==> src/rtl/rns2bin_crt_ctrl.sv <==
// CRT-based RNS-to-binary converter with on-chip Q_i / A_i configuration.
// Define RNS_SIGNED_OUT_EN for a two's complement result centred on zero.
module rns2bin_crt_ctrl #(
   parameter int MOD_NUM  = 4,
   parameter int MOD_SIZE = 3,
   parameter int RANGE    = MOD_NUM*MOD_SIZE
) (
   input  logic                clk,
   input  logic                reset,
   input  logic                cfg_valid,
   output logic                cfg_ready,
   input  logic [MOD_SIZE:0]   mod_1,
   input  logic [MOD_SIZE:0]   mod_2,
   input  logic [MOD_SIZE:0]   mod_3,
   input  logic [MOD_SIZE:0]   mod_4,
   output logic                cfg_done,
   output logic                cfg_err,
   input  logic                in_valid,
   output logic                in_ready,
   input  logic [MOD_SIZE-1:0] c0,
   input  logic [MOD_SIZE-1:0] c1,
   input  logic [MOD_SIZE-1:0] c2,
   input  logic [MOD_SIZE-1:0] c3,
   output logic                out_valid,
   input  logic                out_ready,
   output logic [RANGE-1:0]    n
);

   localparam int MW = MOD_SIZE+1;
   localparam int PW = MOD_NUM*MW;
   localparam int IW = (MOD_NUM > 1) ? $clog2(MOD_NUM) : 1;

   typedef enum logic [2:0] {
      IDLE, CFG_Q, CFG_INV, READY, ACC, DONE
   } state_t;

   state_t               state;
   logic [MW-1:0]        m [MOD_NUM];
   logic [MOD_SIZE-1:0]  c [MOD_NUM];
   logic [RANGE-1:0]     q [MOD_NUM];
   logic [MW-1:0]        a [MOD_NUM];
   logic [RANGE-1:0]     m_tot;
   logic [RANGE-1:0]     acc;
   logic [IW-1:0]        idx;
   logic [MW-1:0]        k;

   logic [PW-1:0]        p_all;
   logic [PW-1:0]        p_q [MOD_NUM];
   logic                 bad;

   // products are formed at full width so an oversized M is detectable
   always_comb begin
      p_all = PW'(1);
      bad   = 1'b0;
      for (int i = 0; i < MOD_NUM; i++) begin
         p_all  = p_all * PW'(m[i]);
         bad    = bad | (m[i] < MW'(2));
         p_q[i] = PW'(1);
         for (int j = 0; j < MOD_NUM; j++)
            if (j != i)
               p_q[i] = p_q[i] * PW'(m[j]);
      end
      bad = bad | (p_all > PW'({RANGE{1'b1}}));
   end

   logic [MW-1:0]   r;
   logic [2*MW-1:0] rk;
   logic            hit;

   always_comb begin
      r   = MW'(q[idx] % RANGE'(m[idx]));
      rk  = (2*MW)'(r) * (2*MW)'(k);
      hit = (rk % (2*MW)'(m[idx])) == (2*MW)'(1);
   end

   logic [MW-1:0]    cm;
   logic [RANGE-1:0] t;
   logic [RANGE:0]   s;
   logic [RANGE-1:0] acc_nx;
   logic [RANGE-1:0] n_nx;

   always_comb begin
      cm = MW'((PW'(c[idx]) * PW'(a[idx])) % PW'(m[idx]));
      t  = RANGE'(PW'(cm) * PW'(q[idx]));
      s  = {1'b0, acc} + {1'b0, t};
      acc_nx = (s >= {1'b0, m_tot}) ? RANGE'(s - {1'b0, m_tot})
                                    : RANGE'(s);
`ifdef RNS_SIGNED_OUT_EN
      n_nx = (acc_nx >= (m_tot >> 1)) ? acc_nx - m_tot : acc_nx;
`else
      n_nx = acc_nx;
`endif
   end

   always_ff @(posedge clk or negedge reset) begin
      if (!reset) begin
         state     <= IDLE;
         cfg_ready <= 1'b1;
         in_ready  <= 1'b0;
         cfg_done  <= 1'b0;
         cfg_err   <= 1'b0;
         out_valid <= 1'b0;
         n         <= '0;
         acc       <= '0;
         m_tot     <= '0;
         idx       <= '0;
         k         <= MW'(1);
         for (int i = 0; i < MOD_NUM; i++) begin
            m[i] <= '0;
            c[i] <= '0;
            q[i] <= '0;
            a[i] <= '0;
         end
      end else begin
         unique case (state)
            IDLE: begin
               if (cfg_valid) begin
                  m[0]      <= mod_1;
                  m[1]      <= mod_2;
                  m[2]      <= mod_3;
                  m[3]      <= mod_4;
                  cfg_err   <= 1'b0;
                  cfg_ready <= 1'b0;
                  state     <= CFG_Q;
               end
            end
            CFG_Q: begin
               if (bad) begin
                  cfg_err   <= 1'b1;
                  cfg_done  <= 1'b0;
                  cfg_ready <= 1'b1;
                  state     <= IDLE;
               end else begin
                  m_tot <= RANGE'(p_all);
                  for (int i = 0; i < MOD_NUM; i++)
                     q[i] <= RANGE'(p_q[i]);
                  idx   <= '0;
                  k     <= MW'(1);
                  state <= CFG_INV;
               end
            end
            CFG_INV: begin
               // one inverse candidate k per cycle for modulus idx
               if (hit) begin
                  a[idx] <= k;
                  k      <= MW'(1);
                  if (idx == IW'(MOD_NUM-1)) begin
                     cfg_done  <= 1'b1;
                     in_ready  <= 1'b1;
                     cfg_ready <= 1'b1;
                     state     <= READY;
                  end else begin
                     idx <= idx + IW'(1);
                  end
               end else if (k + MW'(1) == m[idx]) begin
                  cfg_err   <= 1'b1;
                  cfg_ready <= 1'b1;
                  state     <= IDLE;
               end else begin
                  k <= k + MW'(1);
               end
            end
            READY: begin
               if (in_valid) begin
                  c[0]      <= c0;
                  c[1]      <= c1;
                  c[2]      <= c2;
                  c[3]      <= c3;
                  acc       <= '0;
                  idx       <= '0;
                  in_ready  <= 1'b0;
                  cfg_ready <= 1'b0;
                  state     <= ACC;
               end else if (cfg_valid) begin
                  m[0]      <= mod_1;
                  m[1]      <= mod_2;
                  m[2]      <= mod_3;
                  m[3]      <= mod_4;
                  cfg_err   <= 1'b0;
                  cfg_done  <= 1'b0;
                  in_ready  <= 1'b0;
                  cfg_ready <= 1'b0;
                  state     <= CFG_Q;
               end
            end
            ACC: begin
               acc <= acc_nx;
               if (idx == IW'(MOD_NUM-1)) begin
                  n         <= n_nx;
                  out_valid <= 1'b1;
                  state     <= DONE;
               end else begin
                  idx <= idx + IW'(1);
               end
            end
            DONE: begin
               if (out_ready) begin
                  out_valid <= 1'b0;
                  in_ready  <= 1'b1;
                  cfg_ready <= 1'b1;
                  state     <= READY;
               end
            end
            default: state <= IDLE;
         endcase
      end
   end

endmodule

==> config.mk <==
export PLATFORM = sky130hd
export DESIGN_NAME = rns2bin_crt_ctrl
export DESIGN_NICKNAME = d
export VERILOG_FILES = /design/src/rtl/rns2bin_crt_ctrl.sv
export SDC_FILE = /design/constraint.sdc
export NUM_CORES = 1
export LEC_CHECK = 0
export ABC_CLOCK_PERIOD_IN_PS = 73200
export BUFFER_PORTS_ARGS = -buffer_cell sky130_fd_sc_hd__buf_2
export CORE_ASPECT_RATIO = 1.5
export CORE_UTILIZATION = 46
export CTS_CLUSTER_DIAMETER = 80
export DETAILED_ROUTE_END_ITERATION = 8
export GPL_TIMING_DRIVEN = 0
export PLACE_DENSITY = 0.64
export SYNTH_ARGS = -nofsm -noshare
export SYNTH_HDL_FRONTEND = slang
export SYNTH_SLANG_ARGS = --single-unit
==> constraint.sdc <==
create_clock -name clk -period 73.2 [get_ports clk]
set_input_delay 7.32 -clock clk [delete_from_list [all_inputs] [get_ports clk]]
set_output_delay 7.32 -clock clk [all_outputs]
set_load 0.1 [all_outputs]
Word level (Yosys, flattened, before mapping)
Cells that the tools add are included.
{ "op_classes": {"addsub": 4, "n_mul": 13, "div": 3, "magnitude_cmp": 8, "n_eq_ne": 23, "shift": 0, "mux": 60, "n_bitwise": 6, "n_reduce_logical": 25} }
{ "ops": {"columns": ["op", "n"], "rows": [
  ["$mul A8 B4 Y12", 4],
  ["$mux W12", 4],
  ["$mul A4 B4 Y8", 5],
  ["$mux W16", 2],
  ["$mux W4", 8],
  ["$pmux W16 S2", 1],
  ["$mux W3", 9],
  ["$bmux W12 S2", 1],
  ["$pmux W12 S2", 1],
  ["$ne A2 B2 Y1 const B", 11],
  ["$pmux W3 S6", 1],
  ["$bmux W4 S2", 2],
  ["$bwmux W16", 1],
  ["$gt A16 B12 Y1 const B", 1],
  ["$lt A4 B2 Y1 const B", 4],
  ["$mod A7 B4 Y16", 1],
  ["$mul A12 B4 Y16", 1],
  ["$mul A16 B4 Y12", 1],
  ["$mux W1", 16],
  ["$reduce_and A5 Y1", 3],
  ["$add A12 B12 Y13", 1],
  ["$ge A13 B12 Y1", 1],
  ["$mod A12 B4 Y12", 1],
  ["$mul A4 B12 Y12", 1],
  ["36 further kinds", 61]
]} }
{ "totals": {"register_bits": 142, "latch_bits": 0, "ram_bits": 0, "rom_bits": 0, "input_bits": 33, "output_inout_bits": 17, "elab_cells": 169, "mem_count": 0} }

Depth between registers and ports, before layout
{ "logic_depth": {"ltp_word": 11, "ltp_mapped": 175, "depth_no_buf": 165} }

Least setup slack after synthesis
Ideal clock, no wire load.
{ "synth_timing": {"kind": "reg2reg", "from": "reg idx[0]", "to": "reg a[0] in the netlist's numbering", "arrival_time_ps": 31766, "required_time_ps": 73075, "setup_slack_ps": 41309, "stages_incl_launch_ff": 157, "synth_period_minus_slack_ps": 31891, "path_cell_list": "dfrtp_1 > buf_2 > mux4_2 > inv_1 > ha_1 > nor4b_1 > o2bb2ai_1 > inv_1 > ha_1 > or4_1 > a21oi_1 > a21oi_1 > ha_1 > o21ai_0 > a21oi_1 > mux2i_1 > ha_1 > o21a_1 > (+121 left out) > nand2b_1 > nor3_1 > nand2_1 > a21oi_1 > inv_1 > fa_1 > nor2b_1 > o21ai_0 > nor3_1 > o211ai_1 > a21oi_1 > o21ai_0 > a211oi_1 > and3_1 > buf_2 > and2_1 > buf_2 > mux2_2"} }
{ "synth_between": {"elab_chain_cells": 9} }
{ "synth_lines": {"columns": ["element", "line", "text"], "rows": [
  ["from (decl)", "44", "logic [IW-1:0] idx;"],
  ["from (signal assigned)", "153", "idx <= idx + IW'(1);"],
  ["from (signal assigned)", "193", "idx <= idx + IW'(1);"],
  ["$not A2 Y3 (not written as such) (*)", "71, 73, 145", null],
  ["$bmux W12 S2 or $bmux W4 S2 (tied branches)", "71, 73", null],
  ["$mux W12 (not written as such) or $mux W4 (tied branches) (2 in a row)", "71, 73", null],
  ["$mod A12 B4 Y12", "71", "r = MW'(q[idx] % RANGE'(m[idx]));"],
  ["$mul A4 B4 Y8", "72", "rk = (2*MW)'(r) * (2*MW)'(k);"],
  ["$mod A8 B4 Y8", "73", "hit = (rk % (2*MW)'(m[idx])) == (2*MW)'(1);"],
  ["$eq A8 B1 Y1", "73", null],
  ["$reduce_and A2 Y1 (no line)", null, null],
  ["to (signal, indexed assignment)", "145", "a[idx] <= k;"],
  ["to (decl)", "41", "logic [MW-1:0] a [MOD_NUM];"]
]} }
Mark *: on every way between the ends. The rest lies on a longest branch, timed or not. The select of a mux whose other input is x is not followed.
A chain may end at the register's enable or synchronous reset.

Worst setup path after layout
{ "layout_timing": {"from": "reg idx[0]", "to": "reg a[6] in the netlist's numbering"} }
Same word-level chain as after synthesis.

==> results.cfg <==
[sta]
setup_viol = 0
tns_ns = 0
slew_viol_final = 0
worst_slew_pin_slew_ns = 1.33
finalHoldViolCount = 0
period_needed_ns = 38.07
skew_ns = 0.0123
fmax_ghz = 0.0263
rsz0062_at_grt = no
setup_ws_ns = 35.13
slew_headroom_pct = 11.1
period_share_pct = 52.0

[setup_path]
r2r_cells = 157
crit_fanout = 33
critPathSlowestCell = a2111oi_2
critPathLaunchType = flip-flop
crit_required_ns = 73.52
cp.arrival_ns = 38.39
crit_path_frequent_cell = o21a_1
critical_path_class = flip-flop to flip-flop
max_stage_delay_ns = 0.78
endpoint_kind = flip-flop

[die]
die_h_um = 277
start_util_pct = 46.7
dieArea_um2 = 51300
die_width_um = 185
io_pins = 50
rows = 100
core_area_um2 = 49700

[global_routing]
antenna_found_initial = 3
grt_pass1_wl_um = 104000
overflow = 0
grt_pass1_vias = 21500
gr-usage-all-layers_pct = 25.3
grt_max_degree = 86

[worst_hold_path]
hold_path.class = flip-flop to flip-flop
min_path_cells = 2

[job]
cap_viol_max_count = 0

[synthesis]
synth_edf_count = 0
syn_area_per_cell_um2 = 8.28
yosys_warnings = 0
synth.distinct_cells = 107
ys_top_cells_by_area = ha_1 (17%), dfrtp_1 (15%), fa_1 (9.4%)
synth-async-reset-ratio_pct = 100
yosysSeqAreaShare_pct = 15.3
ys_ff_latch = 142
synth_area_um2 = 23200
yosysTopAreaCell = ha_1
synthCells = 2799
synth-main-ff-cell = dfrtp_1
synth_top_area_share_pct = 16.8

[cts]
cts_resized = 0
ctsHoldBuffers = 0
cts_tree = built
htree_levels = 4
clockRootBuffer = clkbuf_16
post_cts_buffers = 0
numCtsBuffers = 17
cts.sinks = 142
clock_latency_ns = 0.44
path_clk_slew_ns = 0.06
clockBufferDepth = 2

[outcome]
status = complete, no violations

[routing]
drc = 0
post_drt_via_cell_ratio = 5.80
routedWlPerCell_um = 17.7
dr.pass1.iters = 6
wl_um = 63100
postRouteAntennaNets = 0
via_count = 20600
drtIter0Drc = 807

[layout]
layout_commonest_cell = ha_1
final_cell_mix = ha_1 (311), nand2_1 (298), inv_1 (247), nor2_1 (171), o21ai_0 (164)
nNetsFinal = 3330
n_fill_cell = 4766
area_delta_synth_final_pct = 7.50
drive_gt1_share_pct = 10.1

[placement]
gp_congestion = 0.895
dp_hpwl_um = 52000
dpl_worst_slack_ns = 35.48
io_buffers = 49
-- cell usage after synthesis, types with 6 or more instances --
library cell,count
nor3_1,83
a211oi_1,27
or3_1,15
nand3_1,25
o21a_1,69
a31oi_1,18
o22a_1,7
o31ai_1,22
dfrtp_1,140
buf_1,6
mux4_2,16
nand2b_1,52
fa_1,109
o22ai_1,9
a211o_1,6
inv_1,249
a22oi_1,6
o21bai_1,29
buf_2,14
o21ai_1,9
mux2_2,94
nor4_2,6
o21ai_0,164
xor2_1,38
and3_1,24
and4_1,7
o211ai_1,20
mux2i_1,35
nor2_1,171
nor2b_1,32
xnor2_1,102
a21oi_1,162
or2_2,20
nand4_1,14
and2_1,114
nand2_1,298
a21o_1,65
ha_1,311
clkbuf_1,61
-- final cells by class --
type / instances / area [µm²] / area share (%)
Antenna cell: 1 / 2.50 / 0.0100
Clock inverter: 14 / 134 / 0.537
Tap cell: 663 / 830 / 3.33
Inverter: 251 / 942 / 3.78
Buffer: 86 / 364 / 1.46
Sequential cell: 142 / 3560 / 14.3
Timing Repair Buffer: 51 / 299 / 1.20
Clock buffer: 18 / 439 / 1.76
Multi-Input combinational cell: 2328 / 18400 / 73.7
-- logic make-up after synthesis --
family	count (synthesis)	synth area share, %
mux	153	8.09
buf+inv	337	5.63
other cells	1	0.0162
flops	142	15.3
xor+xnor	140	5.29
compound gates	692	19.7
simple gates	912	19.6
fa+ha+maj	422	26.3
-- routing by layer --
layer	global-route usage, %	vias up	wire (µm)
li1	-	9974	-
met5	0	-	21
met1	25.4	10000	23300
met3	2.45	186	1690
met4	14.9	4	3770
met2	49.2	405	34300
-- through the flow --
step	util [%]	cell area [µm²]	instances	hold WS (ns)
global route	50.2	24900	3553	0.503
floorplan	-	23200	2807	0.444
CTS	50.2	24900	3553	0.482
detailed placement	49.0	24400	3521	0.466
global placement	48.9	24300	3519	0.461
finish	50.2	24900	3554	0.478
-- state kept, by name, summed over array words and instances, names as in the netlist, 3 cells and up --
register	cells
n	12
m	16
k	4
m_tot	12
state	3
a	16
q	48
c	12
acc	12
-- worst paths after layout --
path	start	end	slack, ns
setup / recovery	idx[0]	a[6]	35.13
hold / removal	m_tot[9]	m_tot[9]	0.48
setup reg to reg	idx[0]	a[6]	35.13
hold reg to reg	m_tot[9]	m_tot[9]	0.48
max in group asynchronous	reset	c[9]	65.49
min in group asynchronous	reset	n[9]	6.84
-- worst max-delay path, delay by kind of cell (launching register included) --
kind                       cells  cell delay [ns]
AOI/OAI and AO/OA             75            15.17
xor gates and xnor gates       1             0.16
adders and majority gates     23             7.75
buffers and inverters         13             2.32
DFF                            1             0.48
muxes                          5             2.43
and+or+nand+nor               40             9.52
Power is not shown: default switching activity piles up to over one toggle a cycle in this logic, so the estimate is an artifact.
